<file path="config.mk">
export PLATFORM = sky130hd
export DESIGN_NAME = jt51_kon_sched
export DESIGN_NICKNAME = d
export VERILOG_FILES = /design/src/rtl/jt51_kon_pkg.sv /design/src/rtl/jt51_kon_fifo.sv /design/src/rtl/jt51_kon_sched.sv
export SDC_FILE = /design/constraint.sdc
export NUM_CORES = 1
export LEC_CHECK = 0
export CELL_PAD_IN_SITES_DETAIL_PLACEMENT = 0
export CELL_PAD_IN_SITES_GLOBAL_PLACEMENT = 2
export CORE_ASPECT_RATIO = 0.8
export CORE_UTILIZATION = 35
export CTS_BUF_LIST = sky130_fd_sc_hd__clkbuf_16
export CTS_CLUSTER_SIZE = 10
export DETAILED_ROUTE_END_ITERATION = 7
export PLACE_DENSITY_LB_ADDON = 0.1
export SLEW_MARGIN = 20
export SYNTH_ARGS = -nofsm -noshare
export SYNTH_HDL_FRONTEND = slang
export SYNTH_HIERARCHICAL = 1
export SYNTH_SLANG_ARGS = --single-unit
</file>
<file path="constraint.sdc">
create_clock -name clk -period 4.7 [get_ports clk]
set_clock_uncertainty 0.1 [all_clocks]
set_input_delay 0.94 -clock clk [delete_from_list [all_inputs] [get_ports clk]]
set_output_delay 0.94 -clock clk [all_outputs]
set_load 0.1 [all_outputs]
</file>
<file path="src/rtl/jt51_kon_pkg.sv">
// rtl/jt51_kon_pkg.sv - shared types and constants for the jt51 key-on scheduler
package jt51_kon_pkg;

    localparam int KON_CH_W = 3;
    localparam int KON_OP_W = 4;

    // Operator bit positions inside the 4-bit key-on mask {S4,S2,S3,S1}
    localparam int KON_S1 = 0;
    localparam int KON_S3 = 1;
    localparam int KON_S2 = 2;
    localparam int KON_S4 = 3;

    typedef struct packed {
        logic [KON_CH_W-1:0] ch;
        logic [KON_OP_W-1:0] op;
    } kon_cmd_t;

    typedef enum logic {
        KON_IDLE = 1'b0,
        KON_HOLD = 1'b1
    } kon_state_t;

    typedef enum logic {
        GNT_CPU = 1'b0,
        GNT_AUX = 1'b1
    } kon_grant_t;

endpackage

</file>
<file path="src/rtl/jt51_kon_fifo.sv">
// rtl/jt51_kon_fifo.sv - DEPTH x 7-bit command FIFO with push/pop/level
module jt51_kon_fifo
    import jt51_kon_pkg::*;
#(
    parameter int DEPTH = 4,
    localparam int AW = $clog2(DEPTH),
    localparam int LW = AW + 1
) (
    input  logic          clk,
    input  logic          rst,
    input  logic          push_i,
    input  kon_cmd_t      din_i,
    input  logic          pop_i,
    output kon_cmd_t      dout_o,
    output logic          empty_o,
    output logic          full_o,
    output logic [LW-1:0] level_o
);

    kon_cmd_t        mem_q [DEPTH];
    logic [AW-1:0]   wr_q;
    logic [AW-1:0]   rd_q;
    logic [LW-1:0]   level_q;
    logic            do_push;
    logic            do_pop;

    // A pop frees the slot a simultaneous push may take, so push is legal when full if popping
    always_comb begin
        empty_o = (level_q == '0);
        full_o  = (level_q == LW'(DEPTH));
        do_pop  = pop_i & ~empty_o;
        do_push = push_i & (~full_o | do_pop);
        dout_o  = mem_q[rd_q];
        level_o = level_q;
    end

    // Storage array; contents need no reset since level gates every read
    always_ff @(posedge clk) begin
        if (do_push) begin
            mem_q[wr_q] <= din_i;
        end
    end

    // Pointers and occupancy; pointers wrap naturally because DEPTH is a power of two
    always_ff @(posedge clk) begin
        if (rst) begin
            wr_q    <= '0;
            rd_q    <= '0;
            level_q <= '0;
        end else begin
            if (do_push) begin
                wr_q <= wr_q + AW'(1);
            end
            if (do_pop) begin
                rd_q <= rd_q + AW'(1);
            end
            case ({do_push, do_pop})
                2'b10:   level_q <= level_q + LW'(1);
                2'b01:   level_q <= level_q - LW'(1);
                default: level_q <= level_q;
            endcase
        end
    end

endmodule

</file>
<file path="src/rtl/jt51_kon_sched.sv">
// rtl/jt51_kon_sched.sv - round-robin key-on command scheduler holding up_keyon one slot round
module jt51_kon_sched
    import jt51_kon_pkg::*;
#(
    parameter int DEPTH = 4,
    parameter int HOLD  = 32,
    localparam int LW = $clog2(DEPTH) + 1,
    localparam int CW = (HOLD > 1) ? $clog2(HOLD) : 1
) (
    input  logic          clk,
    input  logic          rst,
    input  logic          cen,
    input  logic          cpu_valid,
    input  logic [2:0]    cpu_ch,
    input  logic [3:0]    cpu_op,
    output logic          cpu_ready,
    input  logic          aux_valid,
    input  logic [2:0]    aux_ch,
    input  logic [3:0]    aux_op,
    output logic          aux_ready,
    output logic [2:0]    keyon_ch,
    output logic [3:0]    keyon_op,
    output logic          up_keyon,
    output logic          busy,
    output logic [LW-1:0] level,
    output logic          ovf
);

    kon_state_t      state_q;
    logic [CW-1:0]   cnt_q;
    logic [2:0]      keyon_ch_q;
    logic [3:0]      keyon_op_q;
    logic            up_keyon_q;
    logic            ovf_q;
    logic            ovf_d;
    kon_grant_t      last_grant_q;
    kon_grant_t      last_grant_d;

    logic            fifo_empty;
    logic            fifo_full;
    kon_cmd_t        fifo_head;
    logic [LW-1:0]   fifo_level;
    logic            pop;
    logic            room;
    logic            prefer_cpu;
    logic            cpu_push;
    logic            aux_push;
    logic            push;
    kon_cmd_t        push_cmd;

    jt51_kon_fifo #(
        .DEPTH(DEPTH)
    ) u_fifo (
        .clk     (clk),
        .rst     (rst),
        .push_i  (push),
        .din_i   (push_cmd),
        .pop_i   (pop),
        .dout_o  (fifo_head),
        .empty_o (fifo_empty),
        .full_o  (fifo_full),
        .level_o (fifo_level)
    );

    // Arbiter: one push per clk, alternating on contention, room counts a same-clk pop
    always_comb begin
        pop          = (state_q == KON_IDLE) & ~fifo_empty;
        room         = ~rst & (~fifo_full | pop);
        prefer_cpu   = (last_grant_q == GNT_AUX);
        cpu_ready    = room & (~aux_valid | prefer_cpu);
        aux_ready    = room & (~cpu_valid | ~prefer_cpu);
        cpu_push     = cpu_valid & cpu_ready;
        aux_push     = aux_valid & aux_ready;
        push         = cpu_push | aux_push;
        push_cmd     = cpu_push ? kon_cmd_t'({cpu_ch, cpu_op}) : kon_cmd_t'({aux_ch, aux_op});
        last_grant_d = cpu_push ? GNT_CPU : (aux_push ? GNT_AUX : last_grant_q);
        ovf_d        = ovf_q | (~rst & ~room & (cpu_valid | aux_valid));
    end

    // Round-robin pointer and sticky overflow flag
    always_ff @(posedge clk) begin
        if (rst) begin
            last_grant_q <= GNT_AUX;
            ovf_q        <= 1'b0;
        end else begin
            last_grant_q <= last_grant_d;
            ovf_q        <= ovf_d;
        end
    end

    // IDLE/HOLD FSM: pop without waiting for cen, then hold up_keyon for HOLD cen pulses
    always_ff @(posedge clk) begin
        if (rst) begin
            state_q    <= KON_IDLE;
            cnt_q      <= '0;
            keyon_ch_q <= '0;
            keyon_op_q <= '0;
            up_keyon_q <= 1'b0;
        end else begin
            case (state_q)
                KON_IDLE: begin
                    if (pop) begin
                        keyon_ch_q <= fifo_head.ch;
                        keyon_op_q <= fifo_head.op;
                        cnt_q      <= CW'(HOLD - 1);
                        up_keyon_q <= 1'b1;
                        state_q    <= KON_HOLD;
                    end
                end
                KON_HOLD: begin
                    if (cen) begin
                        if (cnt_q == '0) begin
                            up_keyon_q <= 1'b0;
                            state_q    <= KON_IDLE;
                        end else begin
                            cnt_q <= cnt_q - CW'(1);
                        end
                    end
                end
                default: begin
                    up_keyon_q <= 1'b0;
                    state_q    <= KON_IDLE;
                end
            endcase
        end
    end

    // Output mapping; busy covers both queued work and the active hold
    always_comb begin
        keyon_ch = keyon_ch_q;
        keyon_op = keyon_op_q;
        up_keyon = up_keyon_q;
        ovf      = ovf_q;
        level    = fifo_level;
        busy     = (fifo_level != '0) | (state_q == KON_HOLD);
    end

endmodule

</file>
==> results of run 1 <==
[cells in the final DEF, fill, tap and decap left out, types with 2 or more instances in the layout]
| cell type | n |
|---|---|
| sky130_fd_sc_hd__ha_1 | 5 |
| sky130_fd_sc_hd__nand2b_1 | 3 |
| sky130_fd_sc_hd__or4b_1 | 2 |
| sky130_fd_sc_hd__clkbuf_16 | 5 |
| sky130_fd_sc_hd__inv_1 | 10 |
| sky130_fd_sc_hd__o21ai_1 | 2 |
| sky130_fd_sc_hd__mux2_1 | 4 |
| sky130_fd_sc_hd__dfxtp_1 | 25 |
| sky130_fd_sc_hd__nand2_1 | 22 |
| sky130_fd_sc_hd__xnor2_1 | 3 |
| sky130_fd_sc_hd__xor2_1 | 2 |
| sky130_fd_sc_hd__o21ai_0 | 3 |
| sky130_fd_sc_hd__a31oi_1 | 2 |
| sky130_fd_sc_hd__mux4_2 | 7 |
| sky130_fd_sc_hd__nor2_1 | 14 |
| sky130_fd_sc_hd__and2_2 | 4 |
| sky130_fd_sc_hd__buf_4 | 3 |
| sky130_fd_sc_hd__or3_1 | 2 |
| sky130_fd_sc_hd__a211oi_1 | 3 |
| sky130_fd_sc_hd__clkdlybuf4s50_1 | 31 |
| sky130_fd_sc_hd__edfxtp_1 | 28 |
| sky130_fd_sc_hd__nor2b_1 | 3 |
| sky130_fd_sc_hd__nand3_1 | 3 |
| sky130_fd_sc_hd__mux2_2 | 3 |
| sky130_fd_sc_hd__a21oi_1 | 11 |
| sky130_fd_sc_hd__a311oi_1 | 2 |
[kinds of logic (layout without fill, tap and decap cells)]
logic type	after synthesis	in the layout	synth area share, %
AO/OA/AOI/OAI	30	30	8.44
XOR/XNOR	5	5	1.87
adder cells (fa/ha/maj)	6	6	3.52
buffers and inverters	20	52	3.84
flip-flops	53	53	57.2
multiplexers	15	15	10.5
AND/OR/NAND/NOR	64	64	14.6
[worst max-delay path by stage]
stage | start | to | slack (ps) | depth (start not counted)
after global placement | rst | u_fifo/level_o[2] | 1330 | 11
after floorplan | u_fifo/level_o[1] | aux_ready | 440 | 5
final | rst | aux_ready | 1420 | 6
after detailed placement | rst | u_fifo/level_o[2] | 1210 | 11
after global routing | rst | u_fifo/level_o[2] | 1270 | 11
after CTS | rst | aux_ready | 1420 | 6
[routing by layer]
layer	up-vias	track usage (%)	wire length, um
met3	5	3.43	132
li1	755	-	-
met1	767	19.5	2290
met5	-	0	0
met2	19	23.4	2270
met4	0	5.64	51
[layout make-up]
cell class / instances / share of cell area (%)
Sequential cell: 53 / 46.3
Multi-Input combinational cell: 120 / 31.5
Timing Repair Buffer: 34 / 11.5
Clock buffer: 5 / 4.32
Tap cell: 84 / 3.63
Clock inverter: 3 / 1.47
Inverter: 10 / 1.30
[power groups by stage]
stage	Clock, mW	Sequential [mW]	Combinational (mW)
after floorplan	0	0.628	0.170
after detailed placement	0	0.566	0.307
after CTS	0.417	0.556	0.308
final	0.407	0.555	0.306
after global routing	0.435	0.561	0.328
after global placement	0	0.563	0.302
[worst reg2reg max path: cells and delay by family, from the launching register on]
family,cells,cell delay (ps)
AND/OR/NAND/NOR,6,1650
buffers and inverters,2,400
adder cells (fa/ha/maj),1,180
AO/OA/AOI/OAI,1,160
flip-flops,1,390
[registers in the layout, summed over array words and instances, names as in the netlist, named ones only]
name / flops
up_keyon: 1
cnt_q: 5
state_q: 1
u_fifo/wr_q: 2
keyon_op: 4
u_fifo/level_o: 3
u_fifo/mem_q: 28
last_grant_q: 1
u_fifo/rd_q: 2
ovf: 1
keyon_ch: 3
[stage by stage]
| stage | setup WS [ps] | utilization [%] |
|---|---|---|
| 2_1_floorplan | 441 | - |
| 3_3_place_gp | 1330 | 42.4 |
| 3_5_place_dp | 1210 | 42.4 |
| 4_1_cts | 1420 | 45.0 |
| 5_1_grt | 1270 | 45.0 |
| 6_report | 1420 | 45.0 |
==> results.txt, run 1 <==
----------------------------------------------------
[Layout]
  ANT cells ... 0
  Synthesis-to-finish area growth ... 23.6%
  Combined flip-flop and latch cell area ... 1340 um^2
  Final Net Count ... 249
  Multi-input logic area ... 912 um^2
  Post-route cell area ... 2900 um^2
  Share of cells above drive strength 1 ... 13.3%
  Layout fillers ... 608
  Final cell count without fillers ... 309

[Critical path]
  Critical register-to-register path endpoint ... u_fifo/level_o[2]
  Most repeated library cell on the critical path ... sky130_fd_sc_hd__buf_4
  FF-to-FF path depth ... 10
  Critical path's largest stage delay ... 400 ps
  Type of the worst setup path ... input pin to output pin
  Type of element launching the critical path ... input pin
  Data required time of the worst path ... 3660 ps
  Cell with the biggest individual delay on the critical path ... sky130_fd_sc_hd__clkdlybuf4s50_1
  Largest driver fanout on the critical path ... 24
  Type of element capturing the critical path ... output pin
  Worst-case register-to-register setup slack ... 1750 ps
  Launching point of the worst reg2reg path ... u_fifo/level_o[1]
  Endpoint arrival time on the critical path ... 2240 ps
  Chain of cells forming the critical path ... clkdlybuf4s50_1 > buf_4 > inv_1 > nand2_1 > a21oi_1 > buf_4
  Worst path top cell family by delay ... buffers and inverters
  Bufs and invs on worst path ... 4

[Power]
  Power Total ... 1.27 mW
  Static leakage ... 1.00 nW
  Worst-case vdd ir drop ... 0.168 mV
  Internal cell power ... 876 uW
  Clock network power share ... 32.1%
  Gate power share ... 24.1%
  Switching share of power ... 30.9%
  Relative contribution of sequential cells to total power ... 43.8%
  Reported net switching power ... 391 uW
  Total power density per cell area ... 438 nW/um^2

[Routing]
  Detail Route Antenna Nets ... 0
  Number of DRC violations after detailed routing ... 0
  Routed wire per std cell ... 15.4 um
  Total Wirelength ... 4740 um
  Vias after detailed routing ... 1,546
  Number of violations reported at the end of detailed-routing iteration 0 ... 87
  First-pass iteration count of the detailed router ... 4
  Detailed-route vias per instance ... 5.00

[GRT]
  Overall track demand over capacity in global routing ... 14.6%
  Antenna violations before repair ... 0
  Global route total overflow ... 0
  Vias in the first global route ... 1,508
  Global-route wire length before repair ... 7580 um
  Largest net degree at the start of global routing ... 25

[Timing]
  Shortest clock period the worst path allows after layout ... 3280 ps
  Fraction of the cycle the final worst path needs ... 69.8%
  Upper clock frequency limit ... 305 MHz
  Slew HR ... 35.2%
  Number of endpoints failing setup at the final stage ... 0
  Final Max Slew Viols ... 0
  Unrepaired setup endpoints after global routing ... no
  Hold violation total from the final report ... 0
  Final-layout worst hold slack ... 362 ps
  Slew of the pin with the lowest slew margin ... 969 ps
  Setup total negative slack ... 0 ps

[Synthesis]
  Most frequently used flop master after synthesis ... sky130_fd_sc_hd__edfxtp_1
  Count of warnings emitted by yosys ... 6
  Syn Area/Cell ... 12.1 um^2
  Syn Nets ... 218
  Flops & latches, synth ... 53
  Most common library cells after synthesis ... 28 x sky130_fd_sc_hd__edfxtp_1, 25 x sky130_fd_sc_hd__dfxtp_1, 22 x sky130_fd_sc_hd__nand2_1
  Gate count of the mapped netlist ... 193
  Most repeated cell in the gate-level netlist after synthesis ... sky130_fd_sc_hd__edfxtp_1
  Unique masters post-synth ... 48
  Cell Area, Synth ... 2340 um^2
  Synth top area share ... 35.9%
  Cell type with the highest aggregate area in the netlist ... sky130_fd_sc_hd__edfxtp_1
  Number of flops mapped to enable cells by yosys ... 28
  Synth async-reset ratio ... 0%
  Sequential area share after synthesis ... 57.2%
  Most area-consuming cells after synthesis ... sky130_fd_sc_hd__edfxtp_1 36%, sky130_fd_sc_hd__dfxtp_1 21%, sky130_fd_sc_hd__mux4_2 6.7%

[Die]
  DIE WIDTH ... 93.5 um
  Total Die Area ... 7030 um^2
  Vertical extent of the die ... 75.2 um
  I/O pin total ... 34
  Core region area ... 6440 um^2
  Initial core utilization ... 36.4%
  Standard-cell rows ... 26

[Placement]
  Half-perimeter wire length after detailed placement ... 3330 um
  Number of cells in the design after placement ... 301
  Count of buffers inserted at the top-level ports ... 33
  Cell area after placement ... 2730 um^2
  Placer congestion estimate ... 0.695

[Clocking]
  Clock Tree Buf Depth ... 2
  TritonCTS clock tree ... yes
  Worst skew pair latency ... 290 ps
  Number of levels in the clock H-tree ... 2
  Buffer count from post-CTS setup fixing ... 0
  Clock input transition at the sequential cells of the worst setup and hold paths ... 70 ps
  Root Buffer ... sky130_fd_sc_hd__clkbuf_16
  TritonCTS Sinks ... 53
  Cts-stage hold buffer count ... 0
  Number of cells upsized or downsized after cts ... 0
  Number of buffers created by CTS ... 5

[Worst hold path]
  Origin of the worst min-delay path ... keyon_op[2]
  Hold/Removal Path Class ... flip-flop to flip-flop
  Hold Path Stages ... 2
  Hold worst-path end ... keyon_op[2]

[Job]
  Count of max-cap constraint violations ... 0

[Outcome]
  Status ... finished clean

----------------------------------------------------
(Power assumes the default switching activity.)
==> run 2, diff against run 1 <==
- CORE_UTILIZATION: 35 -> 32
- clock period: 4.7 -> 2.7 ns (I/O delays scaled with it)
==> run 2 against run 1 <==
- the run now ends with DRC left
- combinational power up 79%
- via count up 0.78%
- die area up 9.1%
- register-to-register slack worse by 1500 ps
- sequential cell count unchanged
- global-route usage down 0.86 points
- sequential share of layout area down 0.27 points
- core utilization down 3.0 points
- critical path type is now flip-flop to flip-flop
- critical endpoint is now u_fifo/level_o[2]
- largest power group unchanged
- highest routed layer unchanged
==> results.txt, run 2 (same netlist as run 1, synthesis figures left out) <==
----------------------------------------------------
[Clocking]
  Buffer count from post-CTS setup fixing ... 0
  Number of buffers created by CTS ... 5
  Clock input transition at the sequential cells of the worst setup and hold paths ... 60 ps
  Number of levels in the clock H-tree ... 2
  Worst skew pair latency ... 290 ps
  TritonCTS Sinks ... 53
  TritonCTS clock tree ... yes
  Clock Tree Buf Depth ... 2
  Root Buffer ... sky130_fd_sc_hd__clkbuf_16

[Outcome]
  Status ... finished with violations
  Violated checks ... DRC

[Layout]
  Leading cell type in the layout, fill and taps excluded ... sky130_fd_sc_hd__edfxtp_1
  ANT cells ... 0
  Most used cells in the layout excluding fill and tap cells ... 28 x sky130_fd_sc_hd__edfxtp_1, 22 x sky130_fd_sc_hd__nand2_1, 22 x sky130_fd_sc_hd__dfxtp_1
  Layout fillers ... 659
  Share of cells above drive strength 1 ... 22.8%
  Multi-input logic area ... 928 um^2
  Final Net Count ... 252
  Synthesis-to-finish area growth ... 25.4%
  Number of flip-flops under the largest register name ... 28
  Most flops, register ... u_fifo/mem_q
  Final cell count without fillers ... 315
  Combined flip-flop and latch cell area ... 1350 um^2

[Routing]
  First-pass iteration count of the detailed router ... 6
  Vias after detailed routing ... 1,558
  Total Wirelength ... 4860 um
  Number of violations reported at the end of detailed-routing iteration 0 ... 46
  Number of DRC violations after detailed routing ... 2
  Detail Route Antenna Nets ... 0
  Routed wire per std cell ... 15.4 um
  Detailed-route vias per instance ... 4.95

[Timing]
  Hold violation total from the final report ... 0
  Slew HR ... 65.4%
  Final Max Slew Viols ... 0
  Shortest clock period the worst path allows after layout ... 2500 ps
  Upper clock frequency limit ... 401 MHz
  Final critical-path setup slack ... 205 ps
  Final-layout worst hold slack ... 356 ps
  Unrepaired setup endpoints after global routing ... no
  Slew of the pin with the lowest slew margin ... 518 ps
  Number of endpoints failing setup at the final stage ... 0
  Fraction of the cycle the final worst path needs ... 92.4%
  Setup total negative slack ... 0 ps

[Placement]
  Half-perimeter wire length after detailed placement ... 3470 um
  Dpl ws ... 57.7 ps
  Placer congestion estimate ... 0.668
  Count of buffers inserted at the top-level ports ... 33
  Number of cells in the design after placement ... 307

[GRT]
  Overall track demand over capacity in global routing ... 13.7%
  Global-route wire length before repair ... 8020 um
  Global route total overflow ... 0
  Antenna violations before repair ... 0
  Vias in the first global route ... 1,585
  Largest net degree at the start of global routing ... 24

[Critical path]
  Type of the worst setup path ... flip-flop to flip-flop
  Data required time of the worst path ... 2810 ps
  Critical path's largest stage delay ... 410 ps
  Cell with the biggest individual delay on the critical path ... sky130_fd_sc_hd__or3_4
  Chain of cells forming the critical path ... or3_4 > inv_1 > o21ai_2 > nand2_1 > nor2_1 > nor2b_2 > nand2_1 > fa_1 > nor2b_1 > o21ai_0 > a31oi_1
  Most repeated library cell on the critical path ... sky130_fd_sc_hd__nand2_1
  Endpoint arrival time on the critical path ... 2610 ps
  Type of element capturing the critical path ... flip-flop
  Type of element launching the critical path ... flip-flop
  Largest driver fanout on the critical path ... 9
  Worst-case register-to-register setup slack ... 200 ps

[Power]
  Static leakage ... 1.05 nW
  Total power density per cell area ... 754 nW/um^2
  Worst-case vdd ir drop ... 0.226 mV

[Job]
  Count of max-cap constraint violations ... 0

[Die]
  Vertical extent of the die ... 78.5 um
  I/O pin total ... 34
  Initial core utilization ... 33.5%
  Total Die Area ... 7670 um^2
  DIE WIDTH ... 97.7 um
  Standard-cell rows ... 27
  Core region area ... 6990 um^2

[Worst hold path]
  Hold/Removal Path Class ... flip-flop to flip-flop

----------------------------------------------------
==> run 2: layout make-up <==
| type | instances | share of cell area [%] |
|---|---|---|
| sequential | 53 | 46.0 |
| inverter | 10 | 1.28 |
| multi-input combinational | 120 | 31.6 |
| tap | 87 | 3.71 |
| timing repair buffer | 37 | 11.8 |
| clock buffer | 5 | 4.26 |
| clock inverter | 3 | 1.28 |
==> run 2: power by group <==
group / switching (mW) / total [mW] / internal, mW
combinational: 0.362 / 0.547 / 0.185
clock: 0.270 / 0.701 / 0.431
sequential: 0.0512 / 0.967 / 0.916
==> run 2: timing repair <==
item	4_1_cts	5_1_grt
setup endpoints to repair	0	1
hold buffers	0	0
gates resized for setup	0	1
==> run 2: worst max-delay path, delay by kind of cell (launching register included) <==
family / cells / cell delay [ps]
buf+inv: 1 / 140
fa+ha+maj: 1 / 380
flops: 1 / 380
simple gates: 6 / 1040
compound gates: 3 / 370
==> run 2: worst paths after layout <==
path                     start                end  cells past startpoint
min reg2reg        keyon_ch[2]        keyon_ch[2]                      2
max          u_fifo/level_o[2]  u_fifo/level_o[2]                     11
max reg2reg  u_fifo/level_o[2]  u_fifo/level_o[2]                     11
min                keyon_ch[2]        keyon_ch[2]                      2
==> run 2: routing by layer <==
metal,global-route usage [%],wire [um],up-vias
met5,0,0,-
met4,4.39,48,0
met2,21.8,2280,28
met1,17.6,2360,762
li1,-,-,762
met3,4.72,169,6
==> run 2: stage by stage <==
step | utilization (%) | power (mW) | area [um^2]
after floorplan | - | 1.39 | 2370
after global placement | 39.6 | 1.52 | 2770
after detailed placement | 39.6 | 1.53 | 2770
after CTS | 42.0 | 2.24 | 2930
after global routing | 42.0 | 2.33 | 2940
final | 42.0 | 2.21 | 2940
